<file path="src/rtl/id_ex_pkg.sv">
// Shared types and default widths for the ID/EX pipeline register.
// Control bundle carried from decode into EX.
package id_ex_pkg;

  localparam int DATA_W_DEF  = 16;
  localparam int REG_AW_DEF  = 3;
  localparam int ALUOP_W_DEF = 2;
  localparam int CNT_W_DEF   = 16;

  typedef struct packed {
    logic                   RegDst;
    logic                   ALUSrc;
    logic                   MemToReg;
    logic                   RegWrite;
    logic                   MemRead;
    logic                   MemWrite;
    logic                   Branch;
    logic [ALUOP_W_DEF-1:0] ALUOp;
  } ctrl_t;

  localparam ctrl_t CTRL_NOP = '0;

  function automatic ctrl_t gate_ctrl(
    input ctrl_t c,
    input logic  v
  );
    return v ? c : CTRL_NOP;
  endfunction

endpackage

</file>
<file path="src/rtl/id_ex_pipe_reg_if.sv">
// Decode-to-EX bundle for the ID/EX register.
// master = ID/EX-side driver, slave = the register itself.
interface id_ex_pipe_reg_if
  import id_ex_pkg::*;
#(
  parameter int DATA_W  = DATA_W_DEF,
  parameter int REG_AW  = REG_AW_DEF,
  parameter int ALUOP_W = ALUOP_W_DEF,
  parameter int CNT_W   = CNT_W_DEF
);

  logic               hit;
  logic               flush;
  logic               valid_in;
  logic [DATA_W-1:0]  adder_pc_in;
  logic [DATA_W-1:0]  read_data_1_in;
  logic [DATA_W-1:0]  read_data_2_in;
  logic [DATA_W-1:0]  sign_extended_immediate_in;
  logic [REG_AW-1:0]  rs_in;
  logic [REG_AW-1:0]  rt_in;
  logic [REG_AW-1:0]  rd_in;
  logic               RegDst_in;
  logic               ALUSrc_in;
  logic               MemToReg_in;
  logic               RegWrite_in;
  logic               MemRead_in;
  logic               MemWrite_in;
  logic               Branch_in;
  logic [ALUOP_W-1:0] ALUOp_in;

  logic               valid_out;
  logic [DATA_W-1:0]  adder_pc_out;
  logic [DATA_W-1:0]  read_data_1_out;
  logic [DATA_W-1:0]  read_data_2_out;
  logic [DATA_W-1:0]  sign_extended_immediate_out;
  logic [REG_AW-1:0]  rs_out;
  logic [REG_AW-1:0]  rt_out;
  logic [REG_AW-1:0]  rd_out;
  logic               RegDst_out;
  logic               ALUSrc_out;
  logic               MemToReg_out;
  logic               RegWrite_out;
  logic               MemRead_out;
  logic               MemWrite_out;
  logic               Branch_out;
  logic [ALUOP_W-1:0] ALUOp_out;

  logic               stall_req;
  logic [CNT_W-1:0]   bubble_count;
  logic [CNT_W-1:0]   hold_count;

  modport master (
    output hit, flush, valid_in,
    output adder_pc_in, read_data_1_in,
    output read_data_2_in,
    output sign_extended_immediate_in,
    output rs_in, rt_in, rd_in,
    output RegDst_in, ALUSrc_in,
    output MemToReg_in, RegWrite_in,
    output MemRead_in, MemWrite_in,
    output Branch_in, ALUOp_in,
    input  valid_out,
    input  adder_pc_out, read_data_1_out,
    input  read_data_2_out,
    input  sign_extended_immediate_out,
    input  rs_out, rt_out, rd_out,
    input  RegDst_out, ALUSrc_out,
    input  MemToReg_out, RegWrite_out,
    input  MemRead_out, MemWrite_out,
    input  Branch_out, ALUOp_out,
    input  stall_req,
    input  bubble_count, hold_count
  );

  modport slave (
    input  hit, flush, valid_in,
    input  adder_pc_in, read_data_1_in,
    input  read_data_2_in,
    input  sign_extended_immediate_in,
    input  rs_in, rt_in, rd_in,
    input  RegDst_in, ALUSrc_in,
    input  MemToReg_in, RegWrite_in,
    input  MemRead_in, MemWrite_in,
    input  Branch_in, ALUOp_in,
    output valid_out,
    output adder_pc_out, read_data_1_out,
    output read_data_2_out,
    output sign_extended_immediate_out,
    output rs_out, rt_out, rd_out,
    output RegDst_out, ALUSrc_out,
    output MemToReg_out, RegWrite_out,
    output MemRead_out, MemWrite_out,
    output Branch_out, ALUOp_out,
    output stall_req,
    output bubble_count, hold_count
  );

endinterface

</file>
<file path="src/rtl/id_ex_pipe_reg_load_use_detect.sv">
// Load-use compare: a valid load in EX whose rt feeds the
// instruction now in ID.
module load_use_detect #(
  parameter int REG_AW = 3
) (
  input  logic              ex_valid,
  input  logic              ex_mem_read,
  input  logic [REG_AW-1:0] ex_rt,
  input  logic              id_valid,
  input  logic [REG_AW-1:0] id_rs,
  input  logic [REG_AW-1:0] id_rt,
  output logic              load_use
);

  logic rs_hit;
  logic rt_hit;

  assign rs_hit = (ex_rt == id_rs);
  assign rt_hit = (ex_rt == id_rt);

  assign load_use = ex_valid & ex_mem_read
                  & id_valid & (rs_hit | rt_hit);

endmodule

</file>
<file path="src/rtl/id_ex_pipe_reg.sv">
// ID/EX pipeline register with flush, miss hold and
// load-use bubble insertion; state moves on the falling edge.
module id_ex_pipe_reg
  import id_ex_pkg::*;
#(
  parameter int DATA_W  = DATA_W_DEF,
  parameter int REG_AW  = REG_AW_DEF,
  parameter int ALUOP_W = ALUOP_W_DEF,
  parameter int CNT_W   = CNT_W_DEF
) (
  input logic              clk,
  input logic              rst_n,
  id_ex_pipe_reg_if.slave  bus
);

  ctrl_t             ctrl_in;
  ctrl_t             ctrl_q;
  logic              valid_q;
  logic [DATA_W-1:0] pc_q;
  logic [DATA_W-1:0] rd1_q;
  logic [DATA_W-1:0] rd2_q;
  logic [DATA_W-1:0] imm_q;
  logic [REG_AW-1:0] rs_q;
  logic [REG_AW-1:0] rt_q;
  logic [REG_AW-1:0] rd_q;
  logic [CNT_W-1:0]  bubble_q;
  logic [CNT_W-1:0]  hold_q;
  logic              load_use;
  logic              take_data;
  logic              do_bubble;
  logic              do_hold;

  assign ctrl_in = '{
    RegDst:   bus.RegDst_in,
    ALUSrc:   bus.ALUSrc_in,
    MemToReg: bus.MemToReg_in,
    RegWrite: bus.RegWrite_in,
    MemRead:  bus.MemRead_in,
    MemWrite: bus.MemWrite_in,
    Branch:   bus.Branch_in,
    ALUOp:    ALUOP_W_DEF'(bus.ALUOp_in)
  };

  load_use_detect #(
    .REG_AW (REG_AW)
  ) u_lud (
    .ex_valid    (valid_q),
    .ex_mem_read (ctrl_q.MemRead),
    .ex_rt       (rt_q),
    .id_valid    (bus.valid_in),
    .id_rs       (bus.rs_in),
    .id_rt       (bus.rt_in),
    .load_use    (load_use)
  );

  // Flush outranks a miss; a miss outranks a bubble.
  assign take_data = bus.flush | bus.hit;
  assign do_hold   = ~bus.flush & ~bus.hit;
  assign do_bubble = ~bus.flush & bus.hit & load_use;

  assign bus.stall_req = rst_n & load_use
                       & bus.hit & ~bus.flush;

  always_ff @(negedge clk or negedge rst_n) begin
    if (!rst_n) begin
      pc_q  <= '0;
      rd1_q <= '0;
      rd2_q <= '0;
      imm_q <= '0;
      rs_q  <= '0;
      rt_q  <= '0;
      rd_q  <= '0;
    end else if (take_data) begin
      pc_q  <= bus.adder_pc_in;
      rd1_q <= bus.read_data_1_in;
      rd2_q <= bus.read_data_2_in;
      imm_q <= bus.sign_extended_immediate_in;
      rs_q  <= bus.rs_in;
      rt_q  <= bus.rt_in;
      rd_q  <= bus.rd_in;
    end
  end

  always_ff @(negedge clk or negedge rst_n) begin
    if (!rst_n) begin
      valid_q <= 1'b0;
      ctrl_q  <= CTRL_NOP;
    end else if (bus.flush) begin
      valid_q <= 1'b0;
      ctrl_q  <= CTRL_NOP;
    end else if (!bus.hit) begin
      valid_q <= valid_q;
      ctrl_q  <= ctrl_q;
    end else if (load_use) begin
      valid_q <= 1'b0;
      ctrl_q  <= CTRL_NOP;
    end else begin
      valid_q <= bus.valid_in;
      ctrl_q  <= gate_ctrl(ctrl_in, bus.valid_in);
    end
  end

  always_ff @(negedge clk or negedge rst_n) begin
    if (!rst_n) begin
      bubble_q <= '0;
      hold_q   <= '0;
    end else begin
      if (do_bubble && bubble_q != '1)
        bubble_q <= bubble_q + CNT_W'(1);
      if (do_hold && hold_q != '1)
        hold_q <= hold_q + CNT_W'(1);
    end
  end

  assign bus.valid_out    = valid_q;
  assign bus.adder_pc_out = pc_q;
  assign bus.read_data_1_out = rd1_q;
  assign bus.read_data_2_out = rd2_q;
  assign bus.sign_extended_immediate_out = imm_q;
  assign bus.rs_out       = rs_q;
  assign bus.rt_out       = rt_q;
  assign bus.rd_out       = rd_q;
  assign bus.RegDst_out   = ctrl_q.RegDst;
  assign bus.ALUSrc_out   = ctrl_q.ALUSrc;
  assign bus.MemToReg_out = ctrl_q.MemToReg;
  assign bus.RegWrite_out = ctrl_q.RegWrite;
  assign bus.MemRead_out  = ctrl_q.MemRead;
  assign bus.MemWrite_out = ctrl_q.MemWrite;
  assign bus.Branch_out   = ctrl_q.Branch;
  assign bus.ALUOp_out    = ALUOP_W'(ctrl_q.ALUOp);
  assign bus.bubble_count = bubble_q;
  assign bus.hold_count   = hold_q;

endmodule

</file>
<file path="src/flat_wrapper.sv">
// flat-port wrapper written by rule: the top's interface ports become plain ports
module id_ex_pipe_reg_flat import id_ex_pkg::*;
#(
  parameter int DATA_W  = DATA_W_DEF,
  parameter int REG_AW  = REG_AW_DEF,
  parameter int ALUOP_W = ALUOP_W_DEF,
  parameter int CNT_W   = CNT_W_DEF
)
  (clk, rst_n, bus_hit, bus_flush, bus_valid_in, bus_adder_pc_in, bus_read_data_1_in, bus_read_data_2_in, bus_sign_extended_immediate_in, bus_rs_in, bus_rt_in, bus_rd_in, bus_RegDst_in, bus_ALUSrc_in, bus_MemToReg_in, bus_RegWrite_in, bus_MemRead_in, bus_MemWrite_in, bus_Branch_in, bus_ALUOp_in, bus_valid_out, bus_adder_pc_out, bus_read_data_1_out, bus_read_data_2_out, bus_sign_extended_immediate_out, bus_rs_out, bus_rt_out, bus_rd_out, bus_RegDst_out, bus_ALUSrc_out, bus_MemToReg_out, bus_RegWrite_out, bus_MemRead_out, bus_MemWrite_out, bus_Branch_out, bus_ALUOp_out, bus_stall_req, bus_bubble_count, bus_hold_count);
  id_ex_pipe_reg_if #(.DATA_W(DATA_W), .REG_AW(REG_AW), .ALUOP_W(ALUOP_W), .CNT_W(CNT_W)) bus_i ();
  input logic clk;
  input logic rst_n;
  input wire logic [$bits(bus_i.hit)-1:0] bus_hit;
  input wire logic [$bits(bus_i.flush)-1:0] bus_flush;
  input wire logic [$bits(bus_i.valid_in)-1:0] bus_valid_in;
  input wire logic [$bits(bus_i.adder_pc_in)-1:0] bus_adder_pc_in;
  input wire logic [$bits(bus_i.read_data_1_in)-1:0] bus_read_data_1_in;
  input wire logic [$bits(bus_i.read_data_2_in)-1:0] bus_read_data_2_in;
  input wire logic [$bits(bus_i.sign_extended_immediate_in)-1:0] bus_sign_extended_immediate_in;
  input wire logic [$bits(bus_i.rs_in)-1:0] bus_rs_in;
  input wire logic [$bits(bus_i.rt_in)-1:0] bus_rt_in;
  input wire logic [$bits(bus_i.rd_in)-1:0] bus_rd_in;
  input wire logic [$bits(bus_i.RegDst_in)-1:0] bus_RegDst_in;
  input wire logic [$bits(bus_i.ALUSrc_in)-1:0] bus_ALUSrc_in;
  input wire logic [$bits(bus_i.MemToReg_in)-1:0] bus_MemToReg_in;
  input wire logic [$bits(bus_i.RegWrite_in)-1:0] bus_RegWrite_in;
  input wire logic [$bits(bus_i.MemRead_in)-1:0] bus_MemRead_in;
  input wire logic [$bits(bus_i.MemWrite_in)-1:0] bus_MemWrite_in;
  input wire logic [$bits(bus_i.Branch_in)-1:0] bus_Branch_in;
  input wire logic [$bits(bus_i.ALUOp_in)-1:0] bus_ALUOp_in;
  output wire logic [$bits(bus_i.valid_out)-1:0] bus_valid_out;
  output wire logic [$bits(bus_i.adder_pc_out)-1:0] bus_adder_pc_out;
  output wire logic [$bits(bus_i.read_data_1_out)-1:0] bus_read_data_1_out;
  output wire logic [$bits(bus_i.read_data_2_out)-1:0] bus_read_data_2_out;
  output wire logic [$bits(bus_i.sign_extended_immediate_out)-1:0] bus_sign_extended_immediate_out;
  output wire logic [$bits(bus_i.rs_out)-1:0] bus_rs_out;
  output wire logic [$bits(bus_i.rt_out)-1:0] bus_rt_out;
  output wire logic [$bits(bus_i.rd_out)-1:0] bus_rd_out;
  output wire logic [$bits(bus_i.RegDst_out)-1:0] bus_RegDst_out;
  output wire logic [$bits(bus_i.ALUSrc_out)-1:0] bus_ALUSrc_out;
  output wire logic [$bits(bus_i.MemToReg_out)-1:0] bus_MemToReg_out;
  output wire logic [$bits(bus_i.RegWrite_out)-1:0] bus_RegWrite_out;
  output wire logic [$bits(bus_i.MemRead_out)-1:0] bus_MemRead_out;
  output wire logic [$bits(bus_i.MemWrite_out)-1:0] bus_MemWrite_out;
  output wire logic [$bits(bus_i.Branch_out)-1:0] bus_Branch_out;
  output wire logic [$bits(bus_i.ALUOp_out)-1:0] bus_ALUOp_out;
  output wire logic [$bits(bus_i.stall_req)-1:0] bus_stall_req;
  output wire logic [$bits(bus_i.bubble_count)-1:0] bus_bubble_count;
  output wire logic [$bits(bus_i.hold_count)-1:0] bus_hold_count;
  assign bus_i.hit = bus_hit;
  assign bus_i.flush = bus_flush;
  assign bus_i.valid_in = bus_valid_in;
  assign bus_i.adder_pc_in = bus_adder_pc_in;
  assign bus_i.read_data_1_in = bus_read_data_1_in;
  assign bus_i.read_data_2_in = bus_read_data_2_in;
  assign bus_i.sign_extended_immediate_in = bus_sign_extended_immediate_in;
  assign bus_i.rs_in = bus_rs_in;
  assign bus_i.rt_in = bus_rt_in;
  assign bus_i.rd_in = bus_rd_in;
  assign bus_i.RegDst_in = bus_RegDst_in;
  assign bus_i.ALUSrc_in = bus_ALUSrc_in;
  assign bus_i.MemToReg_in = bus_MemToReg_in;
  assign bus_i.RegWrite_in = bus_RegWrite_in;
  assign bus_i.MemRead_in = bus_MemRead_in;
  assign bus_i.MemWrite_in = bus_MemWrite_in;
  assign bus_i.Branch_in = bus_Branch_in;
  assign bus_i.ALUOp_in = bus_ALUOp_in;
  assign bus_valid_out = bus_i.valid_out;
  assign bus_adder_pc_out = bus_i.adder_pc_out;
  assign bus_read_data_1_out = bus_i.read_data_1_out;
  assign bus_read_data_2_out = bus_i.read_data_2_out;
  assign bus_sign_extended_immediate_out = bus_i.sign_extended_immediate_out;
  assign bus_rs_out = bus_i.rs_out;
  assign bus_rt_out = bus_i.rt_out;
  assign bus_rd_out = bus_i.rd_out;
  assign bus_RegDst_out = bus_i.RegDst_out;
  assign bus_ALUSrc_out = bus_i.ALUSrc_out;
  assign bus_MemToReg_out = bus_i.MemToReg_out;
  assign bus_RegWrite_out = bus_i.RegWrite_out;
  assign bus_MemRead_out = bus_i.MemRead_out;
  assign bus_MemWrite_out = bus_i.MemWrite_out;
  assign bus_Branch_out = bus_i.Branch_out;
  assign bus_ALUOp_out = bus_i.ALUOp_out;
  assign bus_stall_req = bus_i.stall_req;
  assign bus_bubble_count = bus_i.bubble_count;
  assign bus_hold_count = bus_i.hold_count;
  id_ex_pipe_reg #(.DATA_W(DATA_W), .REG_AW(REG_AW), .ALUOP_W(ALUOP_W), .CNT_W(CNT_W)) u_core (.clk(clk), .rst_n(rst_n), .bus(bus_i));
endmodule
</file>
<file path="config.mk">
export PLATFORM = sky130hd
export DESIGN_NAME = id_ex_pipe_reg_flat
export DESIGN_NICKNAME = d
export VERILOG_FILES = /design/src/rtl/id_ex_pkg.sv /design/src/rtl/id_ex_pipe_reg_if.sv /design/src/rtl/id_ex_pipe_reg_load_use_detect.sv /design/src/rtl/id_ex_pipe_reg.sv /design/src/flat_wrapper.sv
export SDC_FILE = /design/constraint.sdc
export NUM_CORES = 1
export LEC_CHECK = 0
export ABC_AREA = 1
export ABC_CLOCK_PERIOD_IN_PS = 3100
export BUFFER_PORTS_ARGS = -buffer_cell sky130_fd_sc_hd__buf_4
export CORE_UTILIZATION = 39
export DETAILED_ROUTE_END_ITERATION = 8
export PLACE_DENSITY = 0.64
export SYNTH_ARGS = -nofsm -noshare
export SYNTH_HDL_FRONTEND = slang
export SYNTH_HIERARCHICAL = 1
export SYNTH_SLANG_ARGS = --single-unit
</file>
<file path="constraint.sdc">
create_clock -name clk -period 3.1 [get_ports clk]
set_input_delay 0.155 -clock clk [delete_from_list [all_inputs] [get_ports clk]]
set_output_delay 0.155 -clock clk [all_outputs]
set_load 0.005 [all_outputs]
</file>
# Word-level counts from Yosys, hierarchy flattened

Cells that the tools add are included.

Reduce and logical (&&, ||, !) cells: 3
Bitwise logic cells: 13
Multiplexer cells: 7
$add $sub $neg: 2
Eq/ne operators: 4

Operator list:

| cell                                          | count |
|---|---|
| two-way mux 9 bit                             | 4 |
| adder 16 x 1 -> 16 bit, second input constant | 2 |
| != test 16 bit, second input constant         | 2 |
| AND 1 bit                                     | 9 |
| equality test 3 bit                           | 2 |
| two-way mux 1 bit                             | 3 |
| logical AND 1 bit                             | 2 |
| NOT 1 bit                                     | 2 |
| OR 1 bit                                      | 2 |
| nonzero test 2 bit                            | 1 |

Output and inout bits: 116
Register bits after elaboration: 115
Word-level logic and storage cells: 47
Input bits: 87

# Longest topological paths before layout

Gate-level depths: netlist of the first run.

Word-level depth: 6
Mapped depth: 12
Mapped depth without buffers: 12

# Hierarchy

The synthesis of the first run kept the hierarchy.

Modules (own cells, without submodules):

| module          | sequential area each (µm²) | instances | cells each | area each (µm²) |
|---|---|---|---|---|
| id_ex_pipe_reg  | 2877.8                     | 1         | 646        | 5131.2 |
| load_use_detect | 0.0                        | 1         | 28         | 115.1 |

==> flow_metrics.tcl, run 1 <==
set metrics [dict create \
    post_synth_inst_count 674 \
    initial_utilization_pct 39.77 \
    critical_path.cell_chain "xnor2_2 > nand3_2 > a21oi_2 > inv_2 > nor2_4 > inv_2 > nor2_2 > buf_4" \
    synth.mux.area_fraction_pct 0 \
    critical_path.slowest_cell "dfrtn_1" \
    area.growth.synth_to_final_pct 44.43 \
    root_buffer "clkbuf_16" \
    rsz_0062_raised_after_global_routing "true" \
    numPlacedInstances 1043 \
    yosysSeqAreaShare_pct 54.85 \
    num_ports 203 \
    met1_length_um 5910 \
    worst-path-buf-inv 3 \
    tritoncts_buffers 17 \
    synth.top_cells.by_area "dfrtn_1 (55%), nand2_1 (27%), inv_1 (3.2%), nor2_1 (2.0%), nand4_1 (1.4%)" \
    timing_worst_setup_path_type "reg2out" \
    grt_pass1_vias 5081 \
    worstPathMaxFanout 4 \
    critical_path_at_ps 3270 \
    synth-compound-area-share_pct 2.194 \
    clk_pin_slew_worst_paths_ps 40 \
    synth_top_cell_area_share_pct 54.85 \
    vias 4995 \
    worst_path_dominant_cell_family "flip-flops" \
    postLayoutSetupSlackWorst_ps -323.0 \
    num_antenna_cells 0 \
    postSynthAreaPerCell_um2 7.784 \
    outcome "finished with violations" \
    maxSlewViolCount 0 \
    num_rows 42 \
    met3RoutedLength_um 1005 \
    gp_routability_congestion 0.8049 \
    hp-class "reg2reg" \
    crit_required_ps 2940 \
    gr-usage-all-layers_pct 22.20 \
    worstSetupStartpointType "register" \
    drtAntennaViolNets 0 \
    ys_types 28 \
    synth_top_family_by_area "simple AND/OR/NAND/NOR gates" \
    largest_stage_delay_on_the_critical_path_ps 490 \
    global_route_wire_length_before_repair_um 24300 \
    yosys.area.top_type "dfrtn_1" \
    die_height_um 118.0 \
    tritoncts "built" \
    asyncSetResetFlopFracSynth_pct 100.0 \
    slew-limit-headroom_pct 55.60 \
    setup_total_negative_slack_ps -323.0 \
    highest_layer "met4" \
    synth-main-ff-cell "dfrtn_1" \
    arithmetic_cell_share_of_the_synthesized_area_counting_full_adders_half_adders_and_majority_gates_pct 0.4770 \
    setup_violations 1 \
    drt-pass1-iter-count 6 \
    postSynthNetCount 763 \
    placeableCoreArea_um2 13190 \
    setup.worst_path.end_class "output port" \
    ir_drop_mv 0.2926 \
    drt_drc_violations_left 0 \
    grt_remaining_overflow 0 \
    clock-skew-final_ps 5.575 \
    area_fraction_in_and_or_nand_and_nor_cells_after_synthesis_pct 35.30 \
    yosys_register_bits 115 \
    antenna_found_initial 0 \
    mappedNetlistArea_um2 5246 \
    worstMarginPinSlew_ps 666.0 \
    fp.dieArea_um2 13920 \
    finish.cell_count_without_fillers 1075 \
    cts_buffer_depth 2 \
    design.final.nets 976 \
    yosysMostFrequentCell "nand2_1" \
    synth_top_cells_by_count "nand2_1 (377), dfrtn_1 (115), inv_1 (45), nor2_1 (28)" \
    drv_cap 0 \
    crit_path_frequent_cell "inv_2" \
    grt_max_degree 66 \
    number_of_hold_buffers_added_after_cts 0 \
    dpl_hpwl_um 10160 \
    avgViaCountPerCell 4.647 \
    synth_xor_area_share_pct 1.503 \
    routedWlPerCell_um 13.40 \
    clock_latency_reported_for_the_late_side_of_the_worst_skew_pair_ps 390 \
    fp.dieW_um 118.0 \
    met2_length_um 7064 \
    power.leakage_nw 4.089 \
    synth-edff-count 0 \
    yosysWarnings 6 \
    totalWireLength_um 14410 \
    dr.first_iter.drc_count 211 \
    violations "setup timing" \
    power-per-cell-area_nw_per_um2 540.7 \
    drive_above_1_share_pct 30.03 \
    timing.final.hold_violations 0 \
    port-buffer-count 202 \
    clock_tree.htree_level_count 4 \
    finalHoldWorstSlack_ps 424.6 \
    cts.sink_count 115 \
]
==> stage by stage <==
step | setup slack, ps | power, mW | util [%] | area, µm²
3_3_place_gp | 26.20 | 2.287 | 53.04 | 6997
5_1_grt | -436.5 | 4.312 | 57.45 | 7577
2_1_floorplan | 115.3 | 1.930 | - | 5246
4_1_cts | -362.6 | 4.149 | 57.30 | 7559
3_5_place_dp | -26.19 | 2.303 | 53.04 | 6997
6_report | -323.0 | 4.097 | 57.45 | 7577
==> final timing paths <==
path	startpoint	slack, ps	cells past startpoint	endpoint
max in group asynchronous	rst_n	1350	2	u_core/bus.read_data_1_out[15]
hold reg to reg	u_core/bus.adder_pc_out[6]	420	2	u_core/bus.adder_pc_out[6]
min in group asynchronous	rst_n	1130	1	u_core/bus.MemToReg_out
setup reg to reg	u_core/bus.rt_out[1]	1290	11	u_core/bus.bubble_count[13]
setup / recovery	u_core/bus.rt_out[1]	-320	8	bus_stall_req
hold / removal	u_core/bus.adder_pc_out[6]	420	2	u_core/bus.adder_pc_out[6]
==> layout by cell type, fill, tap and decap left out, types with 5 or more instances in the layout <==
cell and count:
nand4_1 12, inv_2 6, o21ai_1 8, xnor2_1 6, dfrtn_1 115, nand2_1 377, nand2_2 5, inv_1 43
clkbuf_1 5, buf_4 210, nor2_1 27, o21ai_0 14, nand3_1 13, clkbuf_16 17, nor2_2 8
==> final cells by class <==
cell class	count	area, µm²
tap	176	220.2
timing repair buffer	213	1637
multi-input combinational	489	2100
inverter	51	193.9
clock buffer	26	499.2
fill	1232	5613
clock inverter	5	50.05
sequential	115	2878
==> registers in the layout, summed over array words and instances, names as in the netlist <==
| signal | cells |
|---|---|
| u_core/bus.sign_extended_immediate_out | 16 |
| u_core/bus.rd_out | 3 |
| u_core/bus.MemRead_out | 1 |
| u_core/bus.RegDst_out | 1 |
| u_core/bus.bubble_count | 16 |
| u_core/bus.MemWrite_out | 1 |
| u_core/bus.ALUOp_out | 2 |
| u_core/bus.valid_out | 1 |
| u_core/bus.Branch_out | 1 |
| u_core/bus.rs_out | 3 |
| u_core/bus.read_data_2_out | 16 |
| u_core/bus.hold_count | 16 |
| u_core/bus.adder_pc_out | 16 |
| u_core/bus.RegWrite_out | 1 |
| u_core/bus.read_data_1_out | 16 |
| u_core/bus.MemToReg_out | 1 |
| u_core/bus.rt_out | 3 |
| u_core/bus.ALUSrc_out | 1 |
==> what timing repair did <==
item,4_1_cts,5_1_grt
setup endpoints to repair,1,1
gates resized for setup,1,6
setup buffers,1,0
endpoints found under the hold margin,0,0
pin swaps,1,4
==> per-layer routing <==
layer  vias to the layer above  GRT usage (%)
met4                         0          11.46
met3                        31          6.880
met1                      2302          25.98
met5                         -              0
met2                       187          36.58
li1                       2475              -
==> report_power, final <==
part	leakage (nW)	total, mW	switching, mW	internal [mW]
registers	1.44	1.73	0.0957	1.64
clock network	0.274	1.82	0.644	1.17
logic	2.37	0.546	0.253	0.293
==> tightest hold or removal path: cells and delay by family, from the launching register on <==
family / cells / cell delay (ps)
and+or+nand+nor: 2 / 100
DFF: 1 / 400
==> logic make-up (layout without fill, tap and decap cells) <==
kind of cell	Yosys count	after routing
and+or+nand+nor	455	455
DFF	115	115
buffers and inverters	70	295
AOI/OAI and AO/OA	23	23
xor gates and xnor gates	9	9
adders and majority gates	2	2
Note: power is estimated with default switching activity, not from simulation.
==> inputs of run 2 (changes only) <==
--- a/config.mk
+++ b/config.mk
@@ -6,7 +6,7 @@
 export NUM_CORES = 1
 export LEC_CHECK = 0
 export ABC_AREA = 1
-export ABC_CLOCK_PERIOD_IN_PS = 3100
+export ABC_CLOCK_PERIOD_IN_PS = 4350
 export BUFFER_PORTS_ARGS = -buffer_cell sky130_fd_sc_hd__buf_4
 export CORE_UTILIZATION = 39
 export DETAILED_ROUTE_END_ITERATION = 8
==> constraint.sdc (replaced) <==
create_clock -name clk -period 4.35 [get_ports clk]
set_input_delay 0.2175 -clock clk [delete_from_list [all_inputs] [get_ports clk]]
set_output_delay 0.2175 -clock clk [all_outputs]
set_load 0.005 [all_outputs]
==> run 2 against run 1 <==
  * The run now ends clean
  * Critical endpoint unchanged
  * Combinational power shrank 30%
  * First-iteration DRC count is 16% higher
  * Via count fell by 1.1%
==> flow_metrics.tcl, run 2 (synthesis results as in run 1) <==
set metrics [dict create \
    setup_violations 0 \
    timing_worst_setup_path_type "reg2out" \
    power.leakage_nw 4.053 \
    timing.final.hold_violations 0 \
    number_of_hold_buffers_added_after_cts 0 \
    drtAntennaViolNets 0 \
    hp-class "reg2reg" \
    num_rows 42 \
    grt_remaining_overflow 0 \
    fill_cells 1240 \
    maxSlewViolCount 0 \
    routedWlPerCell_um 13.12 \
    drt-pass1-iter-count 4 \
    gp_routability_congestion 0.8162 \
    layout_commonest_cell "nand2_1" \
    drv_cap 0 \
    num_antenna_cells 0 \
    power-per-cell-area_nw_per_um2 382.7 \
    clock-skew-final_ps 3.569 \
    placed_cell_area_um2 6942 \
    clk_pin_slew_worst_paths_ps 40 \
    initial_utilization_pct 39.77 \
    finalHoldWorstSlack_ps 425.7 \
    worstPathMaxFanout 5 \
    fp.dieArea_um2 13920 \
    final_util_pct 56.79 \
    final_std_cell_area_no_fill_um2 7491 \
    avgViaCountPerCell 4.610 \
    dpl_worst_slack_ps 418.7 \
    clock_tree.htree_level_count 4 \
    tritoncts "built" \
    num_ports 203 \
    rsz_0062_raised_after_global_routing "false" \
    root_buffer "clkbuf_16" \
    slew-limit-headroom_pct 56.04 \
    totalWireLength_um 14070 \
    vias 4942 \
    cts_buffer_depth 2 \
    grt_max_degree 66 \
    port-buffer-count 202 \
    worstSetupStartpointType "register" \
    drt_drc_violations_left 0 \
    outcome "finished, final reports clean" \
    setup_total_negative_slack_ps 0 \
    crit_required_ps 4130 \
    dr.first_iter.drc_count 244 \
    fp.dieW_um 118.0 \
    global_route_wire_length_before_repair_um 23630 \
    worstMarginPinSlew_ps 659.4 \
    area.growth.synth_to_final_pct 42.79 \
    design.final.nets 973 \
    critical_path_at_ps 3940 \
    drive_above_1_share_pct 29.24 \
    dpl_hpwl_um 10110 \
    mostFrequentLayoutCells "nand2_1 (377), buf_4 (209), dfrtn_1 (115), inv_1 (45), nor2_1 (28)" \
    ir_drop_mv 0.2027 \
    clock_latency_reported_for_the_late_side_of_the_worst_skew_pair_ps 390 \
    r2r.worst_path.cells 12 \
    gr-usage-all-layers_pct 21.33 \
    grt_pass1_vias 4921 \
    antenna_found_initial 0 \
    tritoncts_buffers 17 \
    hold_path_depth 2 \
    placeableCoreArea_um2 13190 \
    die_height_um 118.0 \
    cts.sink_count 115 \
    postLayoutSetupSlackWorst_ps 196.0 \
    setup.worst_path.end_class "output port" \
]
[run 2: power by group]
group	leakage [nW]	total, mW	switching (mW)	internal (mW)
clock	0.270	1.25	0.455	0.794
combinational	2.34	0.383	0.178	0.205
sequential	1.44	1.23	0.0686	1.17
[run 2: cell type report]
class	instances	area, µm²	share of cell area (%)
Sequential cell	115	2878	38.42
Inverter	51	193.9	2.589
Multi-Input combinational cell	489	2076	27.71
Tap cell	176	220.2	2.940
Timing Repair Buffer	210	1589	21.21
Clock inverter	5	25.02	0.3341
Clock buffer	26	509.2	6.798
[run 2: worst paths after layout]
kind,endpoint,slack (ps),startpoint
hold / removal,u_core/bus.read_data_2_out[12],430,u_core/bus.read_data_2_out[12]
setup reg to reg,u_core/bus.bubble_count[13],2510,u_core/bus.rt_out[0]
setup / recovery,bus_stall_req,200,u_core/bus.rt_out[0]
hold reg to reg,u_core/bus.read_data_2_out[12],430,u_core/bus.read_data_2_out[12]
max in group asynchronous,u_core/bus.read_data_1_out[5],1780,rst_n
min in group asynchronous,u_core/bus.MemWrite_out,1850,rst_n
[run 2: worst max-delay path, stage by stage, from the launching register on]
cell and delay (ps):
dfrtn_1 460, nand2_1 70, nand2_1 70, nand3_1 70
a21oi_1 190, inv_1 90, nor2_2 140, inv_1 50
nor2_1 100, buf_4 130
[run 2: what timing repair did]
item	CTS	global route
setup endpoints to repair	0	1
gates resized for setup	0	0
buffers inserted	0	2
[run 2: through the flow]
| stage | total power [mW] | std cells |
|---|---|---|
| after floorplan | 1.375 | 674 |
| after global placement | 1.626 | 1039 |
| after detailed placement | 1.636 | 1039 |
| after CTS | 2.901 | 1070 |
| after global routing | 3.000 | 1072 |
| final | 2.866 | 1072 |
[run 2: routing by layer]
metal / vias up / share of wire (%) / global-route usage (%)
met5: - / 0 / 0
met3: 12 / 8.0 / 7.897
met4: 0 / 1.2 / 7.772
li1: 2473 / - / -
met1: 2307 / 42 / 25.00
met2: 150 / 49 / 35.59
